### src/rtl/interrupt_sequencer_if.sv
// interrupt_sequencer_if: request pins, core state inputs and bus/strobe outputs of the sequencer
interface interrupt_sequencer_if #(
  parameter int N_CHAN     = 4,
  parameter int ADDR_WIDTH = 16,
  parameter int DATA_WIDTH = 8
);
  localparam int CW = (N_CHAN > 1) ? $clog2(N_CHAN) : 1;
  logic [N_CHAN-1:0]     req_n;
  logic                  i_flag;
  logic                  instr_boundary;
  logic                  rdy;
  logic [ADDR_WIDTH-1:0] pc_in;
  logic [DATA_WIDTH-1:0] sp_in;
  logic [DATA_WIDTH-1:0] status_in;
  logic [DATA_WIDTH-1:0] rdata;
  logic                  busy;
  logic [CW-1:0]         active_chan;
  logic [ADDR_WIDTH-1:0] bus_addr;
  logic [DATA_WIDTH-1:0] bus_wdata;
  logic                  bus_we;
  logic                  bus_req;
  logic [ADDR_WIDTH-1:0] pc_out;
  logic                  pc_we;
  logic [DATA_WIDTH-1:0] sp_out;
  logic                  sp_we;
  logic                  set_i;
  modport master (
    input  req_n, i_flag, instr_boundary, rdy, pc_in, sp_in, status_in, rdata,
    output busy, active_chan, bus_addr, bus_wdata, bus_we, bus_req, pc_out, pc_we, sp_out, sp_we, set_i
  );
  modport slave (
    output req_n, i_flag, instr_boundary, rdy, pc_in, sp_in, status_in, rdata,
    input  busy, active_chan, bus_addr, bus_wdata, bus_we, bus_req, pc_out, pc_we, sp_out, sp_we, set_i
  );
endinterface

### src/rtl/interrupt_sequencer.sv
// interrupt_sequencer: prioritised interrupt/reset entry sequencer (push PC/P, fetch vector, load PC/SP)
module interrupt_sequencer #(
  parameter int                    N_CHAN     = 4,
  parameter int                    ADDR_WIDTH = 16,
  parameter int                    DATA_WIDTH = 8,
  parameter logic [ADDR_WIDTH-1:0] VEC_BASE   = 16'hFFF8,
  parameter logic [ADDR_WIDTH-1:0] STACK_BASE = 16'h0100,
  parameter logic [N_CHAN-1:0]     EDGE_MASK  = 4'b0010,
  parameter logic [N_CHAN-1:0]     MASKABLE   = 4'b1000,
  parameter logic [N_CHAN-1:0]     PUSH_MASK  = 4'b1011
) (
  input logic clk,
  input logic reset,
  interrupt_sequencer_if.master bus
);
  localparam int CW = (N_CHAN > 1) ? $clog2(N_CHAN) : 1;
  localparam logic [2:0] IDLE     = 3'd0;
  localparam logic [2:0] PUSH_H   = 3'd1;
  localparam logic [2:0] PUSH_L   = 3'd2;
  localparam logic [2:0] PUSH_P   = 3'd3;
  localparam logic [2:0] FETCH_LO = 3'd4;
  localparam logic [2:0] FETCH_HI = 3'd5;
  localparam logic [2:0] LOAD     = 3'd6;
  logic [2:0]            state, state_n;
  logic [N_CHAN-1:0]     latch, prev, pending, edges, clr;
  logic [CW-1:0]         chan, win;
  logic [DATA_WIDTH-1:0] sp, p_snap, vec_lo, vec_hi;
  logic [ADDR_WIDTH-1:0] pc_snap;
  logic                  sel, push_st, fetch_st, load_go;
  assign edges    = EDGE_MASK & prev & ~bus.req_n;
  assign pending  = ((EDGE_MASK & latch) | (~EDGE_MASK & ~bus.req_n)) & ~(MASKABLE & {N_CHAN{bus.i_flag}});
  assign sel      = (state == IDLE) && bus.instr_boundary && bus.rdy && |pending;
  assign clr      = sel ? {{(N_CHAN-1){1'b0}}, 1'b1} << win : '0;
  assign push_st  = (state == PUSH_H) || (state == PUSH_L) || (state == PUSH_P);
  assign fetch_st = (state == FETCH_LO) || (state == FETCH_HI);
  assign load_go  = (state == LOAD) && bus.rdy;
  // lowest-index pending channel wins
  always_comb begin
    win = '0;
    for (int i = N_CHAN-1; i >= 0; i--) if (pending[i]) win = CW'(i);
  end
  // sequence advances one state per ready cycle; PUSH_P+1 is FETCH_LO and FETCH_HI+1 is LOAD
  always_comb begin
    state_n = !bus.rdy ? state :
              (state == IDLE) ? (sel ? (PUSH_MASK[win] ? PUSH_H : FETCH_LO) : IDLE) :
              (state == LOAD) ? IDLE : state + 3'd1;
  end
  // state, edge latches, snapshots taken at selection, stack pointer walk and vector capture
  always_ff @(posedge clk or posedge reset) begin
    if (reset) begin
      state   <= IDLE;
      latch   <= '0;
      prev    <= '0;
      chan    <= '0;
      sp      <= '0;
      pc_snap <= '0;
      p_snap  <= '0;
      vec_lo  <= '0;
      vec_hi  <= '0;
    end else begin
      prev  <= bus.req_n;
      latch <= (latch & ~clr) | edges;
      state <= state_n;
      if (sel) begin
        chan    <= win;
        sp      <= bus.sp_in;
        pc_snap <= bus.pc_in;
        p_snap  <= bus.status_in;
      end
      if (bus.rdy && push_st) sp <= sp - DATA_WIDTH'(1);
      if (bus.rdy && state == FETCH_LO) vec_lo <= bus.rdata;
      if (bus.rdy && state == FETCH_HI) vec_hi <= bus.rdata;
    end
  end
  assign bus.busy        = state != IDLE;
  assign bus.active_chan = chan;
  assign bus.bus_req     = push_st || fetch_st;
  assign bus.bus_we      = push_st;
  assign bus.bus_addr    = push_st  ? STACK_BASE + ADDR_WIDTH'(sp) :
                           fetch_st ? VEC_BASE + ADDR_WIDTH'({chan, 1'b0}) + ADDR_WIDTH'(state == FETCH_HI) : '0;
  assign bus.bus_wdata   = (state == PUSH_H) ? pc_snap[ADDR_WIDTH-1 -: DATA_WIDTH] :
                           (state == PUSH_L) ? pc_snap[DATA_WIDTH-1:0] :
                           (state == PUSH_P) ? (p_snap & ~DATA_WIDTH'(16)) | DATA_WIDTH'(32) : '0;
  assign bus.pc_out      = ADDR_WIDTH'({vec_hi, vec_lo});
  assign bus.pc_we       = load_go;
  assign bus.set_i       = load_go;
  assign bus.sp_we       = load_go && PUSH_MASK[chan];
  assign bus.sp_out      = sp;
endmodule
### src/flat_wrapper.sv
// flat-port wrapper written by rule: the top's interface ports become plain ports
module interrupt_sequencer_flat 
#(
  parameter int                    N_CHAN     = 4,
  parameter int                    ADDR_WIDTH = 16,
  parameter int                    DATA_WIDTH = 8,
  parameter logic [ADDR_WIDTH-1:0] VEC_BASE   = 16'hFFF8,
  parameter logic [ADDR_WIDTH-1:0] STACK_BASE = 16'h0100,
  parameter logic [N_CHAN-1:0]     EDGE_MASK  = 4'b0010,
  parameter logic [N_CHAN-1:0]     MASKABLE   = 4'b1000,
  parameter logic [N_CHAN-1:0]     PUSH_MASK  = 4'b1011
)
  (clk, reset, bus_req_n, bus_i_flag, bus_instr_boundary, bus_rdy, bus_pc_in, bus_sp_in, bus_status_in, bus_rdata, bus_busy, bus_active_chan, bus_bus_addr, bus_bus_wdata, bus_bus_we, bus_bus_req, bus_pc_out, bus_pc_we, bus_sp_out, bus_sp_we, bus_set_i);
  interrupt_sequencer_if #(.N_CHAN(N_CHAN), .ADDR_WIDTH(ADDR_WIDTH), .DATA_WIDTH(DATA_WIDTH)) bus_i ();
  input logic clk;
  input logic reset;
  input wire logic [$bits(bus_i.req_n)-1:0] bus_req_n;
  input wire logic [$bits(bus_i.i_flag)-1:0] bus_i_flag;
  input wire logic [$bits(bus_i.instr_boundary)-1:0] bus_instr_boundary;
  input wire logic [$bits(bus_i.rdy)-1:0] bus_rdy;
  input wire logic [$bits(bus_i.pc_in)-1:0] bus_pc_in;
  input wire logic [$bits(bus_i.sp_in)-1:0] bus_sp_in;
  input wire logic [$bits(bus_i.status_in)-1:0] bus_status_in;
  input wire logic [$bits(bus_i.rdata)-1:0] bus_rdata;
  output wire logic [$bits(bus_i.busy)-1:0] bus_busy;
  output wire logic [$bits(bus_i.active_chan)-1:0] bus_active_chan;
  output wire logic [$bits(bus_i.bus_addr)-1:0] bus_bus_addr;
  output wire logic [$bits(bus_i.bus_wdata)-1:0] bus_bus_wdata;
  output wire logic [$bits(bus_i.bus_we)-1:0] bus_bus_we;
  output wire logic [$bits(bus_i.bus_req)-1:0] bus_bus_req;
  output wire logic [$bits(bus_i.pc_out)-1:0] bus_pc_out;
  output wire logic [$bits(bus_i.pc_we)-1:0] bus_pc_we;
  output wire logic [$bits(bus_i.sp_out)-1:0] bus_sp_out;
  output wire logic [$bits(bus_i.sp_we)-1:0] bus_sp_we;
  output wire logic [$bits(bus_i.set_i)-1:0] bus_set_i;
  assign bus_i.req_n = bus_req_n;
  assign bus_i.i_flag = bus_i_flag;
  assign bus_i.instr_boundary = bus_instr_boundary;
  assign bus_i.rdy = bus_rdy;
  assign bus_i.pc_in = bus_pc_in;
  assign bus_i.sp_in = bus_sp_in;
  assign bus_i.status_in = bus_status_in;
  assign bus_i.rdata = bus_rdata;
  assign bus_busy = bus_i.busy;
  assign bus_active_chan = bus_i.active_chan;
  assign bus_bus_addr = bus_i.bus_addr;
  assign bus_bus_wdata = bus_i.bus_wdata;
  assign bus_bus_we = bus_i.bus_we;
  assign bus_bus_req = bus_i.bus_req;
  assign bus_pc_out = bus_i.pc_out;
  assign bus_pc_we = bus_i.pc_we;
  assign bus_sp_out = bus_i.sp_out;
  assign bus_sp_we = bus_i.sp_we;
  assign bus_set_i = bus_i.set_i;
  interrupt_sequencer #(.N_CHAN(N_CHAN), .ADDR_WIDTH(ADDR_WIDTH), .DATA_WIDTH(DATA_WIDTH), .VEC_BASE(VEC_BASE), .STACK_BASE(STACK_BASE), .EDGE_MASK(EDGE_MASK), .MASKABLE(MASKABLE), .PUSH_MASK(PUSH_MASK)) u_core (.clk(clk), .reset(reset), .bus(bus_i));
endmodule
### config.mk
export PLATFORM = sky130hd
export DESIGN_NAME = interrupt_sequencer_flat
export DESIGN_NICKNAME = d
export VERILOG_FILES = /design/src/rtl/interrupt_sequencer_if.sv /design/src/rtl/interrupt_sequencer.sv /design/src/flat_wrapper.sv
export SDC_FILE = /design/constraint.sdc
export NUM_CORES = 1
export LEC_CHECK = 0
export ABC_AREA = 0
export CORE_MARGIN = 4
export CORE_UTILIZATION = 44
export CTS_CLUSTER_DIAMETER = 50
export DETAILED_ROUTE_END_ITERATION = 7
export PLACE_DENSITY_LB_ADDON = 0.05
export SLEW_MARGIN = 10
export SYNTH_ARGS = -nofsm -noshare
export SYNTH_HDL_FRONTEND = slang
export SYNTH_SLANG_ARGS = --single-unit
### constraint.sdc
create_clock -name clk -period 2.5 [get_ports clk]
set_input_delay 0.5 -clock clk [delete_from_list [all_inputs] [get_ports clk]]
set_output_delay 0.5 -clock clk [all_outputs]
set_load 0.01 [all_outputs]
==> impl_metrics.json <==
{
  "run_status": "finished, final reports clean",
  "end_kind": "output port",
  "number_of_global_route_vias_before_repair": 2347,
  "worst_r2r_startpoint": "u_core.state[2]",
  "drc": 0,
  "leading_cell_types_by_count_after_synthesis": "sky130_fd_sc_hd__dfrtp_1 (53), sky130_fd_sc_hd__mux2_2 (38), sky130_fd_sc_hd__nor2_1 (23), sky130_fd_sc_hd__nand2_1 (21), sky130_fd_sc_hd__o21ai_0 (18)",
  "die_w_um": 86.8,
  "fraction_of_final_layout_cells_sized_beyond_drive_strength_1": 0.231,
  "slowest_stage": "sky130_fd_sc_hd__clkdlybuf4s50_1",
  "numPortBuffers": 102,
  "coreArea_um2": 5960,
  "num_vias": 2293,
  "area.growth.synth_to_final_pct": 49.6,
  "synth_enable_flop_cells": 0,
  "share_of_the_synthesized_area_in_compound_gates_ao_oa_aoi_oai": 0.118,
  "timing.fmax_mhz": 403,
  "antenna_violating_nets_post_route": 0,
  "postSynthAreaPerCell_um2": 10.7,
  "drv.max_cap_violation_count": 0,
  "fin_crit_ns": 2.48,
  "postSynth.asyncResetShare": 1.00,
  "cts_tree": "yes",
  "dominantRegCellSynth": "sky130_fd_sc_hd__dfrtp_1",
  "final.fill_count": 492,
  "synth_fa_ha_area_frac": 0.00917,
  "wirelength_mm": 6.62,
  "floorplan.initialDensity": 0.458,
  "critical_path.n_buffers_inverters": 3,
  "worst_hold_slack_ns": 0.482,
  "worstReg2RegEnd": "u_core.pc_snap[15]",
  "gr-usage-all-layers": 0.184,
  "finalHoldViolations": 0,
  "finalWeightedCongestion": 0.791,
  "ys_top_cells_by_area": "sky130_fd_sc_hd__dfrtp_1 (49%), sky130_fd_sc_hd__mux2_2 (16%), sky130_fd_sc_hd__mux2i_1 (3.3%)",
  "cts.sinks": 53,
  "slew_violations": 0,
  "cts_max_level": 2,
  "worst_ir_drop_vdd_mv": 0.895,
  "synth_cell_type_count": 37,
  "synthesis.area_um2": 2730,
  "worstPathMaxFanout": 15,
  "clk-insertion-delay-late_ns": 0.30,
  "dp.final_hpwl_mm": 4.89,
  "cts.root.buffer_cell": "sky130_fd_sc_hd__clkbuf_8",
  "wire_length_of_the_first_global_routing_pass_mm": 10.9,
  "worst_hold_path.num_cells": 1,
  "antenna_violations_before_repair": 0,
  "synth.mux.area_fraction": 0.190,
  "clk_transition_reported_paths_ns": 0.10,
  "hold_buffers": 0,
  "final_nets": 414,
  "mappedNetlistNets": 306,
  "diodes": 0,
  "ys_ff_latch": 53,
  "vias_per_cell": 5.22,
  "power.density_cell_area_nw_per_um2": 1250,
  "synthCells": 255,
  "detail_route.first_pass.iterations": 4,
  "setup_violations": 0,
  "rsz0062_at_grt": "true",
  "cell_taking_the_most_area_after_synthesis": "sky130_fd_sc_hd__dfrtp_1",
  "ys_seq_area_frac": 0.486,
  "power.leakage_nw": 1.88,
  "yosys_warnings": 0,
  "critPathArrivalTime_ns": 1.98,
  "final_critical_path_share_of_the_clock_period": 0.993,
  "transition_at_the_pin_with_the_smallest_max_transition_slack_ns": 0.496,
  "setup.reg_to_reg.worst_slack_ns": 0.46,
  "post-synth-top-count-cell": "sky130_fd_sc_hd__dfrtp_1",
  "floorplan.die_area_um2": 7530,
  "share_of_synthesized_cell_area_in_and_or_nand_and_nor_gates": 0.128,
  "worst-r2r-cell-count": 6,
  "main_combinational_cell_family_by_area_after_synthesis": "multiplexers",
  "critical_path.cell_chain": "buf_6 -> nor2b_2 -> and2_4 -> buf_12 -> a22o_1 -> clkdlybuf4s50_1",
  "cts_buffer_depth": 2,
  "grt.overflow.total": 0,
  "slew_headroom": 0.669,
  "grt_start_max_net_pins": 33,
  "clock_skew_after_layout_ns": 0.00968,
  "drt-initial-drc-count": 100,
  "dieHeight_um": 86.8,
  "instances_no_fill": 439,
  "post_synth_xor_area_fraction": 0.00917,
  "crit_path_max_incr_delay_ns": 0.48,
  "worstHoldEndpoint": "u_core.latch[1]",
  "tritoncts.num_buffers": 5,
  "io-pin-count": 105,
  "dp.cells": 430,
  "hold_path.class": "register to register",
  "critical_path.top_delay_family": "buffers and inverters",
  "yosysTopAreaCellShare": 0.486,
  "worstPathRequired_ns": 2.00,
  "wire_per_inst_um": 15.1,
  "critical_path_class": "register to output port",
  "worst_hold_startpoint": "u_core.prev[1]",
  "std_cell_rows": 28,
  "setup.worst_path.start_class": "register"
}
cell usage in the layout, fill, tap and decap left out, types with 10 or more instances in the layout:
cell type                         Yosys  routed
sky130_fd_sc_hd__o21ai_0             18      18
sky130_fd_sc_hd__inv_1               11      10
sky130_fd_sc_hd__dlymetal6s2s_1       0      11
sky130_fd_sc_hd__dfrtp_1             53      53
sky130_fd_sc_hd__mux2_2              38      38
sky130_fd_sc_hd__a21oi_1             13      13
sky130_fd_sc_hd__clkdlybuf4s50_1      0      77
sky130_fd_sc_hd__nand2_1             21      21
sky130_fd_sc_hd__nor2_1              23      21
sky130_fd_sc_hd__buf_4                9      15
worst max path at each step:
stage               startpoint          endpoint  slack, ns  cells past startpoint
2_1_floorplan  u_core.state[1]  bus_bus_wdata[1]       0.11                      9
5_1_grt        u_core.state[0]  bus_bus_wdata[4]      -0.14                      6
3_3_place_gp           bus_rdy         bus_sp_we      -0.09                      5
4_1_cts        u_core.state[0]  bus_bus_wdata[4]      -0.07                      6
3_5_place_dp           bus_rdy         bus_sp_we      -0.07                      5
6_report       u_core.state[0]  bus_bus_wdata[4]       0.02                      6
metal layers:
layer	up-vias	track usage	share of wire
met3	6	0.0561	0.089
met2	73	0.316	0.49
met4	0	0.0538	0.0098
met5	-	0	0
li1	1106	-	-
met1	1108	0.221	0.41
final cells by class:
type,count,area [um2],area share
inverter,11,41.3,0.0101
multi-input combinational,170,1290,0.315
timing repair buffer,122,1210,0.297
clock buffer,6,82.6,0.0202
tap,75,93.8,0.0230
clock inverter,2,37.5,0.00920
sequential,53,1330,0.325
sequential cells by signal, summed over array words and instances, names as in the netlist:
signal,count
u_core.pc_snap,16
u_core.bus.sp_out,8
u_core.vec_hi,8
u_core.vec_lo,8
u_core.p_snap,6
u_core.state,3
u_core.bus.active_chan,2
u_core.latch,1
u_core.prev,1
cell families after synthesis:
family	count (synthesis)
xor gates and xnor gates	2
and+or+nand+nor	70
muxes	47
adders and majority gates	2
DFF	53
buffers and inverters	32
AOI/OAI and AO/OA	49
report_power, final:
part,leakage [nW],switching (mW),internal [mW]
combinational,1.18,1.30,1.64
sequential,0.640,0.289,1.27
clock,0.0574,0.287,0.326
repair_timing:
action                                  in CTS  in global routing
pin swaps                                    0                  1
resized for setup                           21                 30
buffers inserted                             0                  1
endpoints found under the setup margin      26                 22
per-stage QoR:
stage / worst slack, ns / power [mW] / instance area [um2] / utilization / setup TNS [ns]
6_report: 0.0186 / 5.12 / 4080 / 0.685 / 0
5_1_grt: -0.141 / 5.52 / 4080 / 0.685 / -0.266
4_1_cts: -0.0706 / 5.16 / 4030 / 0.676 / -0.609
3_5_place_dp: -0.0744 / 4.62 / 3900 / 0.655 / -0.0744
3_3_place_gp: -0.0885 / 4.54 / 3900 / 0.655 / -0.0885
2_1_floorplan: 0.106 / 3.10 / 2730 / - / 0
Note: power is estimated with default switching activity, not from simulation.
